## src/rtl/obstacle_control.sv

```systemverilog
// Purpose : control FSM for the bouncing-block datapath (draw, wait, erase, probe, move).
// Latency : timer_done (run=1) to next draw plot = 6 clocks; direction toggles are same-cycle Mealy on obstacle.
// Backpress: run=0 parks the FSM in S_WAIT with the frame timer frozen; no other stall source.
//
// Ports:
//   i_clk, i_reset (async active-low)      clock / reset
//   i_run                                 1 = animate, 0 = freeze in S_WAIT
//   i_xdir, i_ydir                        current datapath directions (1 = +, 0 = -)
//   i_timer_done                          frame timer expired
//   i_obstacle                            probed next position is blocked
//   o_en_*/o_s_*                          datapath register enables and selects
//   o_s_color, o_s_obs_xy, o_plot         colour select, probe select, VGA write strobe
//   o_bounce_count                        saturating count of direction-reversal cycles
module obstacle_control #(
    parameter int BCNT_W = 8
) (
    input  logic              i_clk,
    input  logic              i_reset,
    input  logic              i_run,
    input  logic              i_xdir,
    input  logic              i_ydir,
    input  logic              i_timer_done,
    input  logic              i_obstacle,
    output logic              o_en_xpos,
    output logic [1:0]        o_s_xpos,
    output logic              o_en_ypos,
    output logic [1:0]        o_s_ypos,
    output logic              o_en_xdir,
    output logic              o_s_xdir,
    output logic              o_en_ydir,
    output logic              o_s_ydir,
    output logic              o_en_timer,
    output logic              o_s_timer,
    output logic              o_s_color,
    output logic [1:0]        o_s_obs_xy,
    output logic              o_plot,
    output logic [BCNT_W-1:0] o_bounce_count
);

    typedef enum logic [2:0] {
        S_INIT  = 3'd0,
        S_DRAW  = 3'd1,
        S_WAIT  = 3'd2,
        S_ERASE = 3'd3,
        S_PRX   = 3'd4,
        S_PRY   = 3'd5,
        S_PRD   = 3'd6,
        S_MOVE  = 3'd7
    } state_t;

    state_t              r_state;
    state_t              w_next;
    logic                r_bx;
    logic                r_by;
    logic [BCNT_W-1:0]   r_bounce;
    logic                w_toggle;

    always_ff @(posedge i_clk or negedge i_reset) begin
        if (!i_reset) begin
            r_state <= S_INIT;
        end else begin
            r_state <= w_next;
        end
    end

    always_comb begin
        w_next     = r_state;
        w_toggle   = 1'b0;
        o_en_xpos  = 1'b0;
        o_s_xpos   = 2'd3;
        o_en_ypos  = 1'b0;
        o_s_ypos   = 2'd3;
        o_en_xdir  = 1'b0;
        o_s_xdir   = 1'b0;
        o_en_ydir  = 1'b0;
        o_s_ydir   = 1'b0;
        o_en_timer = 1'b0;
        o_s_timer  = 1'b0;
        o_s_color  = 1'b0;
        o_s_obs_xy = 2'd3;
        o_plot     = 1'b0;
        case (r_state)
            S_INIT: begin
                o_en_xpos  = 1'b1;
                o_s_xpos   = 2'd0;
                o_en_ypos  = 1'b1;
                o_s_ypos   = 2'd0;
                o_en_xdir  = 1'b1;
                o_en_ydir  = 1'b1;
                o_en_timer = 1'b1;
                w_next     = S_DRAW;
            end
            S_DRAW: begin
                o_s_color  = 1'b1;
                o_plot     = 1'b1;
                o_en_timer = 1'b1;
                w_next     = S_WAIT;
            end
            S_WAIT: begin
                o_en_timer = i_run;
                o_s_timer  = 1'b1;
                if (i_timer_done && i_run) begin
                    w_next = S_ERASE;
                end
            end
            S_ERASE: begin
                o_plot = 1'b1;
                w_next = S_PRX;
            end
            S_PRX: begin
                o_s_obs_xy = 2'd0;
                if (i_obstacle) begin
                    o_en_xdir = 1'b1;
                    o_s_xdir  = 1'b1;
                    w_toggle  = 1'b1;
                end
                w_next = S_PRY;
            end
            S_PRY: begin
                o_s_obs_xy = 2'd1;
                if (i_obstacle) begin
                    o_en_ydir = 1'b1;
                    o_s_ydir  = 1'b1;
                    w_toggle  = 1'b1;
                end
                w_next = S_PRD;
            end
            S_PRD: begin
                o_s_obs_xy = 2'd2;
                // Diagonal hit only matters when neither axis already bounced.
                if (i_obstacle && !r_bx && !r_by) begin
                    o_en_xdir = 1'b1;
                    o_s_xdir  = 1'b1;
                    o_en_ydir = 1'b1;
                    o_s_ydir  = 1'b1;
                    w_toggle  = 1'b1;
                end
                w_next = S_MOVE;
            end
            S_MOVE: begin
                o_en_xpos = 1'b1;
                o_s_xpos  = i_xdir ? 2'd1 : 2'd2;
                o_en_ypos = 1'b1;
                o_s_ypos  = i_ydir ? 2'd1 : 2'd2;
                w_next    = S_DRAW;
            end
            default: w_next = S_INIT;
        endcase
    end

    always_ff @(posedge i_clk or negedge i_reset) begin
        if (!i_reset) begin
            r_bx     <= 1'b0;
            r_by     <= 1'b0;
            r_bounce <= '0;
        end else begin
            if (r_state == S_PRX && i_obstacle) begin
                r_bx <= 1'b1;
            end else if (r_state == S_MOVE || r_state == S_INIT) begin
                r_bx <= 1'b0;
            end
            if (r_state == S_PRY && i_obstacle) begin
                r_by <= 1'b1;
            end else if (r_state == S_MOVE || r_state == S_INIT) begin
                r_by <= 1'b0;
            end
            // One count per toggle cycle; a corner toggle of both axes counts once.
            if (w_toggle && (r_bounce != {BCNT_W{1'b1}})) begin
                r_bounce <= r_bounce + 1'b1;
            end
        end
    end

    assign o_bounce_count = r_bounce;

endmodule

```

## config.mk

```make
export PLATFORM = sky130hd
export DESIGN_NAME = obstacle_control
export DESIGN_NICKNAME = d
export VERILOG_FILES = /design/src/rtl/obstacle_control.sv
export SDC_FILE = /design/constraint.sdc
export NUM_CORES = 1
export LEC_CHECK = 0
export ABC_AREA = 1
export CELL_PAD_IN_SITES_DETAIL_PLACEMENT = 0
export CELL_PAD_IN_SITES_GLOBAL_PLACEMENT = 1
export CORE_ASPECT_RATIO = 1.25
export CORE_MARGIN = 2
export CORE_UTILIZATION = 32
export CTS_CLUSTER_SIZE = 40
export DETAILED_ROUTE_END_ITERATION = 12
export MAX_ROUTING_LAYER = met4
export PLACE_DENSITY_LB_ADDON = 0.08
export RECOVER_POWER = 25
export SYNTH_ARGS = -nofsm -noshare
export SYNTH_HDL_FRONTEND = slang
export SYNTH_SLANG_ARGS = --single-unit
```

## constraint.sdc

```tcl
create_clock -name i_clk -period 4.2 [get_ports i_clk]
set_clock_uncertainty 0.1 [all_clocks]
set_input_delay 0.84 -clock i_clk [delete_from_list [all_inputs] [get_ports i_clk]]
set_output_delay 0.84 -clock i_clk [all_outputs]
set_load 0.1 [all_outputs]
```

==> flow_summary_export.csv, run 1 <==
group,metric,value,unit
timing,finalWorstSetupSlack,0.986,ns
timing,setup-violations-final,0,
die,dieWidth,49.9,µm
grt,wire_length_of_the_first_global_routing_pass,3370,µm
worst_setup_path,timing.critical_path.from_type,"register",
worst_setup_path,worst_setup_path_end_kind,"output port",
timing,max_freq,0.311,GHz
routing,detail_route.drc_violations,0,
yosys,main_combinational_cell_family_by_area_after_synthesis,"simple AND/OR/NAND/NOR gates",
grt,global_route.overflow_total,0,
die,floorplan.rows,20,
min_path,worstHoldPathType,"register to register",
yosys,syn_area,842,µm²
job,max_cap_viol_count,0,
worst_setup_path,r2r_setup_slack,2.75,ns
yosys,yosysWarningCount,0,
yosys,yosys_register_bits,13,
yosys,synth-xor-area-share,3.12,%
die,die_area,3060,µm²
yosys,syn_avg_cell_area,7.26,µm²
timing,final_cycle_share,76.5,%
grt,grt_max_degree,14,
placed_design,gp_routability_congestion,0.730,
die,ioPinCount,31,
yosys,synth.lib_cells_used.distinct,24,
clock_tree,clk_pin_slew,0.09,ns
clock_tree,cts.path.max_buffers,2,
routing,detail_route.wl_per_cell,10.7,µm
routing,detailedRoute.firstPassIterationCount,4,
clock_tree,cts-resized-gates,0,
worst_setup_path,cp.arrival,2.27,ns
yosys,synth_seq_area_share,38.6,%
placed_design,dpl_worst_slack,1.23,ns
die,die_y,61.4,µm
clock_tree,clock_tree.root_cell,"sky130_fd_sc_hd__clkbuf_4",
routing,ant_nets,0,
clock_tree,postCtsSetupBuffers,0,
timing,worst-slew-pin-transition,0.971,ns
cells_and_area,areaGrowthSynthToFinish,38.6,%
yosys,syn_nets,124,
clock_tree,cts_sinks,13,
yosys,synth-compound-area-share,7.28,%
clock_tree,ctsHtreeMaxLevel,1,
worst_setup_path,critical_path_required,3.26,ns
clock_tree,clock_buffers_created_by_tritoncts,3,
grt,groute.usage.overall,15.1,%
timing,max-slew-margin-rel,35.1,%
routing,via_count,823,
worst_setup_path,crit_path_max_fanout,7,
clock_tree,worstSkewPairLatency,0.28,ns
timing,final-hold-violation-count,0,
cells_and_area,final_nets,157,
placed_design,detailedPlacementHpwl,1460,µm
routing,drt_iter0_drc,17,
clock_tree,cts_tree,"yes",
die,design.core.area,2480,µm²
routing,avgViaCountPerCell,4.55,
cells_and_area,ant_diodes,0,
timing,slew_viol_final,0,
clock_tree,cts_hold_repair.buffers,0,
run_status,status,"completed",
routing,route.final.wire_length,1940,µm
grt,vias_in_the_first_global_route,744,
yosys,yosys-mux-area-fraction,0,%
timing,final.setup.tns,0,ns
yosys,synth_simple_gate_area_share,42.9,%
die,starting_density,34.0,%
placed_design,buffer_ports.inserted,30,
worst_setup_path,crit_type,"register to output port",
timing,min_period,3.21,ns
grt,number_of_antenna_violations_at_the_first_check_in_global_routing,0,
yosys,synth_fa_ha_area_share,1.49,%
cells_and_area,post_route_cells_drive_above_1_share,16.2,%
yosys,cell_count_after_synthesis,116,
timing,rsz0062_at_grt,"false",
[per-layer routing]
layer | wire length (µm) | GRT usage [%]
met5 | 0 | -
met4 | 15 | 7.14
met3 | 81 | 2.18
met2 | 973 | 25.3
met1 | 867 | 18.1
[final cells by class]
class / count / area (µm²)
clock buffer: 4 / 26.3
inverter: 11 / 42.5
tap: 33 / 41.3
timing repair buffer: 30 / 273
sequential: 13 / 325
fill: 244 / 1310
multi-input combinational: 90 / 459
[cells by family after synthesis]
family,Yosys count
simple gates,76
buf+inv,13
flops,13
compound gates,10
xor+xnor,3
fa+ha+maj,1
[cell usage after synthesis, drive strengths merged]
master  count  area share [%]
nand2      51              25
dfrtp      13              39
nand3      12             9.2
inv        10             4.5
nor2        9             5.5
o21ai       4             2.4
a21oi       3             2.2
nand4       3             2.2
buf         2             1.5
o21a        2             1.8
xor2        2             2.1
clkinv      1            0.59
ha          1             1.5
nand3b      1            0.89
o31ai       1            0.89
xnor2       1             1.0
[cell usage in the layout (no fill, tap or decap), types with 2 or more instances in the layout]
cell type / count
sky130_fd_sc_hd__nand4_1: 3
sky130_fd_sc_hd__buf_4: 11
sky130_fd_sc_hd__nor2_2: 2
sky130_fd_sc_hd__xor2_1: 2
sky130_fd_sc_hd__inv_1: 10
sky130_fd_sc_hd__dlygate4sd3_1: 3
sky130_fd_sc_hd__nor2_1: 6
sky130_fd_sc_hd__a21oi_1: 2
sky130_fd_sc_hd__clkdlybuf4s50_1: 16
sky130_fd_sc_hd__clkbuf_4: 3
sky130_fd_sc_hd__nand3_1: 10
sky130_fd_sc_hd__nand2_1: 48
sky130_fd_sc_hd__nand2_4: 2
sky130_fd_sc_hd__dfrtp_1: 13
sky130_fd_sc_hd__o21a_1: 2
sky130_fd_sc_hd__o21ai_0: 4
[sequential cells by signal, summed over array words and instances, names as in the netlist]
signal	cells
o_bounce_count	8
r_bx	1
r_by	1
r_state	3
[through the flow]
step                      std cells  hold WS (ns)  instance area, µm²  utilization [%]
final                           181         0.437                1170             47.1
after floorplan                 116         0.372                 842                -
after CTS                       181         0.434                1170             47.2
after detailed placement        177         0.407                1140             46.2
after global placement          177         0.408                1140             46.2
after global routing            181         0.472                1170             47.1
[path summary, 6_finish.rpt]
| path | startpoint | to | cells past startpoint |
|---|---|---|---|
| min in group asynchronous | i_reset | o_bounce_count[2]$_DFFE_PN0P_ | 1 |
| max | r_state[0]$_DFFE_PN0P_ | o_s_timer | 4 |
| min | r_by$_DFFE_PN0P_ | r_by$_DFFE_PN0P_ | 2 |
| min reg2reg | r_by$_DFFE_PN0P_ | r_by$_DFFE_PN0P_ | 2 |
| max reg2reg | r_state[2]$_DFFE_PN0P_ | o_bounce_count[7]$_DFFE_PN0P_ | 6 |
| max in group asynchronous | i_reset | r_bx$_DFFE_PN0P_ | 1 |
[critical path: stages, from the launching register on]
cell                              delay, ns
sky130_fd_sc_hd__dfrtp_1               0.46
sky130_fd_sc_hd__inv_1                 0.19
sky130_fd_sc_hd__nand3_1               0.13
sky130_fd_sc_hd__inv_1                 0.08
sky130_fd_sc_hd__clkdlybuf4s50_1       1.13
Power of run 1 is left out: the tool's default activity adds up to more than one toggle a clock period on the data nets, which glitch-free logic cannot reach.
==> inputs of run 2 (changes only) <==
CORE_UTILIZATION = 27   (was 32)
clock period = 2.9 ns   (was 4.2 ns; I/O delays follow)
==> run 2 against run 1 <==
Compared with the run above:
- sequential cell count unchanged
- clock-buffer cell count unchanged
- critical path depth rose by 2
==> flow_summary_export.csv, run 2 (same netlist as run 1, synthesis figures left out) <==
group,metric,value,unit
routing,via_count,851,
worst_setup_path,cell_count_of_the_worst_reg_to_reg_path,6,
cells_and_area,areaGrowthSynthToFinish,48.9,%
grt,groute.usage.overall,14.8,%
clock_tree,clock_tree.root_cell,"sky130_fd_sc_hd__clkbuf_4",
die,ioPinCount,31,
min_path,min_delay_path_depth,2,
timing,final_cycle_share,83.5,%
cells_and_area,mostFrequentLayoutCells,"sky130_fd_sc_hd__nand2_1, sky130_fd_sc_hd__buf_4, sky130_fd_sc_hd__dfrtp_1",
die,design.core.area,2950,µm²
grt,global_route.overflow_total,0,
timing,slew_viol_final,0,
clock_tree,cts_hold_repair.buffers,0,
grt,wire_length_of_the_first_global_routing_pass,3730,µm
grt,vias_in_the_first_global_route,869,
worst_setup_path,timing.critical_path.from_type,"input port",
die,die_area,3580,µm²
worst_setup_path,worst_setup_path_end_kind,"output port",
cells_and_area,post_route_cells_drive_above_1_share,25.7,%
cells_and_area,ant_diodes,0,
routing,route.final.wire_length,2160,µm
worst_setup_path,crit_path_max_fanout,6,
placed_design,detailedPlacementHpwl,1650,µm
die,starting_density,28.6,%
routing,detail_route.wl_per_cell,11.8,µm
run_status,status,"completed",
routing,detail_route.drc_violations,0,
cells_and_area,final_nets,157,
placed_design,gp_routability_congestion,0.727,
min_path,worstHoldPathType,"register to register",
timing,worst-slew-pin-transition,0.648,ns
cells_and_area,mostFrequentLayoutCell,"sky130_fd_sc_hd__nand2_1",
routing,avgViaCountPerCell,4.63,
worst_setup_path,critical_path_required,2.22,ns
die,die_y,66.4,µm
worst_setup_path,cp.arrival,1.74,ns
die,dieWidth,54.0,µm
cells_and_area,largest_register_ff_count,8,
placed_design,buffer_ports.inserted,30,
die,floorplan.rows,22,
timing,max_freq,0.413,GHz
clock_tree,clock_buffers_created_by_tritoncts,3,
routing,ant_nets,0,
clock_tree,cts_tree,"yes",
timing,final-hold-violation-count,0,
clock_tree,cts-resized-gates,0,
job,max_cap_viol_count,0,
timing,final.setup.tns,0,ns
clock_tree,postCtsSetupBuffers,0,
clock_tree,clk_pin_slew,0.09,ns
clock_tree,worstSkewPairLatency,0.28,ns
worst_setup_path,crit_type,"input port to output port",
routing,drt_iter0_drc,9,
clock_tree,cts_sinks,13,
timing,max-slew-margin-rel,56.7,%
timing,rsz0062_at_grt,"false",
routing,detailedRoute.firstPassIterationCount,4,
clock_tree,ctsHtreeMaxLevel,1,
timing,min_period,2.42,ns
timing,setup-violations-final,0,
grt,number_of_antenna_violations_at_the_first_check_in_global_routing,0,
grt,grt_max_degree,14,
cells_and_area,post-route-util,42.6,%
clock_tree,cts.path.max_buffers,2,
-- run 2: cell count changes in the layout (fill, tap and decap cells not counted), sizes merged --
cell | before | now
buf | 11 | 24
clkdlybuf4s50 | 16 | 5
dlygate4sd3 | 3 | 1
-- run 2: metrics by stage --
step	instance area, µm²	std cells	hold WS, ns	setup WS [ns]
after detailed placement	1230	180	0.393	0.479
final	1250	184	0.416	0.480
after global placement	1230	180	0.403	0.505
after CTS	1250	184	0.416	0.465
after global routing	1250	184	0.445	0.320
after floorplan	842	116	0.184	-0.364
-- run 2: layout make-up --
type	count	area, µm²
Inverter	11	42.5
Sequential cell	13	325
Fill cell	288	1690
Timing Repair Buffer	30	353
Tap cell	36	45.0
Clock buffer	4	26.3
Multi-Input combinational cell	90	462
-- run 2: worst max-delay path, cell delays in order --
cell and delay (ns):
sky130_fd_sc_hd__clkdlybuf4s50_1 0.52, sky130_fd_sc_hd__inv_1 0.07, sky130_fd_sc_hd__nor2_2 0.12, sky130_fd_sc_hd__nand3_4 0.12, sky130_fd_sc_hd__nand3_1 0.15, sky130_fd_sc_hd__buf_12 0.19
-- run 2: worst paths after layout --
check,startpoint,end,slack [ns]
hold reg to reg,r_by$_DFFE_PN0P_,r_by$_DFFE_PN0P_,0.42
setup reg to reg,r_state[2]$_DFFE_PN0P_,o_bounce_count[5]$_DFFE_PN0P_,1.46
setup / recovery,i_obstacle,o_en_ydir,0.48
max in group asynchronous,i_reset,r_state[2]$_DFFE_PN0P_,1.62
min in group asynchronous,i_reset,o_bounce_count[6]$_DFFE_PN0P_,0.66
hold / removal,r_by$_DFFE_PN0P_,r_by$_DFFE_PN0P_,0.42
-- run 2: routing by layer --
metal,up-vias,part of all wire (%),track usage (%)
li1,436,-,-
met1,379,42,15.9
met2,31,49,24.5
met3,5,7.3,3.85
met4,0,2.1,7.69
met5,-,0,-
Power of run 2 is left out for the same reason.
==> inputs of run 3 (changes only) <==
CORE_UTILIZATION = 30   (was 27)
clock period = 2.4 ns   (was 2.9 ns; I/O delays follow)
==> run 3 against run 2 <==
Compared with the run above:
- sequential cell count is the same
- die area shrank 9.3%
- sequential share of layout area shrank 1.5 points
- via count shrank 1.5%
- hold slack gained 0.012 ns
- utilization grew 7.2 points
- setup slack lost 0.34 ns
- cell count shrank 1.1%
- non-clock buffer count is the same
- wire length shrank 4.0%
- largest cell class unchanged
==> flow_summary_export.csv, run 3 (same netlist as run 1, synthesis figures left out) <==
group,metric,value,unit
grt,number_of_antenna_violations_at_the_first_check_in_global_routing,0,
timing,worst-slew-pin-transition,0.630,ns
grt,vias_in_the_first_global_route,784,
grt,global_route.overflow_total,0,
worst_setup_path,timing.critical_path.from_type,"register",
placed_design,dpl_worst_slack,0.169,ns
clock_tree,cts_hold_repair.buffers,0,
worst_setup_path,setup.worst_path.start,"r_state[2]$_DFFE_PN0P_",
clock_tree,clock_tree.root_cell,"sky130_fd_sc_hd__clkbuf_4",
cells_and_area,mostFrequentLayoutCells,"sky130_fd_sc_hd__nand2_1, sky130_fd_sc_hd__buf_12, sky130_fd_sc_hd__dfrtp_1",
die,starting_density,31.4,%
clock_tree,cts_tree,"yes",
placed_design,detailedPlacementHpwl,1650,µm
routing,detail_route.wl_per_cell,11.4,µm
timing,min_period,2.26,ns
worst_setup_path,cp_slowest_cell,"sky130_fd_sc_hd__dfrtp_2",
worst_setup_path,r2r_setup_slack,0.96,ns
cells_and_area,mostFrequentLayoutCell,"sky130_fd_sc_hd__nand2_1",
run_status,status,"completed",
placed_design,buffer_ports.inserted,30,
routing,via_count,838,
placed_design,gp_routability_congestion,0.772,
clock_tree,cts.path.max_buffers,2,
clock_tree,cts-resized-gates,0,
die,floorplan.rows,21,
cells_and_area,post_route_cells_drive_above_1_share,30.4,%
worst_setup_path,worst_path_depth,6,
routing,ant_nets,0,
worst_setup_path,critical_path_required,1.82,ns
job,max_cap_viol_count,0,
cells_and_area,fin_cells,182,
placed_design,dpl.cell_count,178,
clock_tree,clk_pin_slew,0.08,ns
die,ioPinCount,31,
worst_setup_path,timing.critical_path.buf_inv,2,
timing,setup-violations-final,0,
clock_tree,clock_buffers_created_by_tritoncts,3,
grt,wire_length_of_the_first_global_routing_pass,3540,µm
worst_setup_path,cp.arrival,1.68,ns
worst_setup_path,crit_path_max_fanout,11,
clock_tree,cts_sinks,13,
routing,avgViaCountPerCell,4.60,
worst_setup_path,cpMostUsedCell,"sky130_fd_sc_hd__nand2_2",
die,dieWidth,51.4,µm
timing,finalWorstSetupSlack,0.139,ns
clock_tree,ctsHtreeMaxLevel,1,
worst_setup_path,critPathMaxStageDelay,0.50,ns
worst_setup_path,cp_top_family,"simple AND/OR/NAND/NOR gates",
worst_setup_path,critical_path.reg2reg.endpoint,"o_bounce_count[3]$_DFFE_PN0P_",
routing,detail_route.drc_violations,0,
worst_setup_path,timing.critical_path.to,"o_s_xpos[1]",
worst_setup_path,critical_path.reg2reg.startpoint,"o_bounce_count[0]$_DFFE_PN0P_",
timing,final.setup.tns,0,ns
worst_setup_path,crit_chain,"nand2_2 -> clkinv_2 -> nand2_1 -> nand2_2 -> o21ai_2 -> buf_12",
grt,groute.usage.overall,14.4,%
die,die_area,3250,µm²
timing,rsz0062_at_grt,"false",
cells_and_area,areaGrowthSynthToFinish,58.5,%
clock_tree,postCtsSetupBuffers,0,
cells_and_area,ant_diodes,0,
timing,max-slew-margin-rel,57.9,%
cells_and_area,fillers,288,
cells_and_area,final_nets,157,
timing,max_freq,0.442,GHz
timing,slew_viol_final,0,
cells_and_area,largest_register_ff_count,8,
timing,final-hold-violation-count,0,
worst_setup_path,worst_setup_path_end_kind,"output port",
grt,grt_max_degree,14,
worst_setup_path,crit_type,"register to output port",
die,design.core.area,2680,µm²
worst_setup_path,cell_count_of_the_worst_reg_to_reg_path,6,
routing,detailedRoute.firstPassIterationCount,4,
routing,drt_iter0_drc,16,
routing,route.final.wire_length,2080,µm
timing,final_cycle_share,94.2,%
min_path,worstHoldPathType,"register to register",
die,die_y,63.2,µm
clock_tree,worstSkewPairLatency,0.27,ns
-- run 3: cell count changes in the layout (fill, tap and decap cells not counted), moves of 3 or more --
cell | before | now
sky130_fd_sc_hd__o21ai_2 | 0 | 3
sky130_fd_sc_hd__o21ai_1 | 3 | 0
sky130_fd_sc_hd__buf_4 | 15 | 10
sky130_fd_sc_hd__buf_12 | 9 | 14
-- run 3: worst register-to-register path: stages (launching register included) --
cell                      delay, ns
sky130_fd_sc_hd__dfrtp_1       0.42
sky130_fd_sc_hd__ha_1          0.24
sky130_fd_sc_hd__nand3_2       0.14
sky130_fd_sc_hd__nor2_1        0.08
sky130_fd_sc_hd__a21oi_2       0.23
sky130_fd_sc_hd__nand2_1       0.10
sky130_fd_sc_hd__nand2_1       0.06
-- run 3: worst min path at each step --
stage	slack [ns]	end	cells past startpoint	startpoint
finish	0.43	r_by$_DFFE_PN0P_	2	r_by$_DFFE_PN0P_
global route	0.45	r_by$_DFFE_PN0P_	2	r_by$_DFFE_PN0P_
CTS	0.43	r_by$_DFFE_PN0P_	2	r_by$_DFFE_PN0P_
floorplan	0.08	o_bounce_count[0]$_DFFE_PN0P_	0	i_reset
detailed placement	0.41	r_by$_DFFE_PN0P_	2	r_by$_DFFE_PN0P_
global placement	0.41	r_by$_DFFE_PN0P_	2	r_by$_DFFE_PN0P_
-- run 3: metal layers --
| layer | GRT usage [%] | share of wire, % | up-vias |
|---|---|---|---|
| met5 | - | 0 | - |
| met4 | 5.92 | 0.96 | 0 |
| met3 | 2.13 | 3.9 | 2 |
| met2 | 21.5 | 50 | 16 |
| met1 | 19.3 | 45 | 382 |
| li1 | - | - | 438 |
-- run 3: area by class of cell --
class / count / area, µm² / share of cell area [%]
inverter: 11 / 46.3 / 3.47
tap: 34 / 42.5 / 3.19
multi-input combinational: 90 / 478 / 35.8
sequential: 13 / 327 / 24.5
clock buffer: 4 / 26.3 / 1.97
timing repair buffer: 30 / 415 / 31.1
-- run 3: metrics by stage --
step / hold slack [ns] / utilization (%) / area [µm²]
final: 0.428 / 49.8 / 1340
after global routing: 0.455 / 49.8 / 1340
after CTS: 0.434 / 49.8 / 1330
after global placement: 0.414 / 48.8 / 1310
after detailed placement: 0.413 / 48.8 / 1310
after floorplan: 0.0844 / - / 862
Power of run 3 is left out for the same reason.
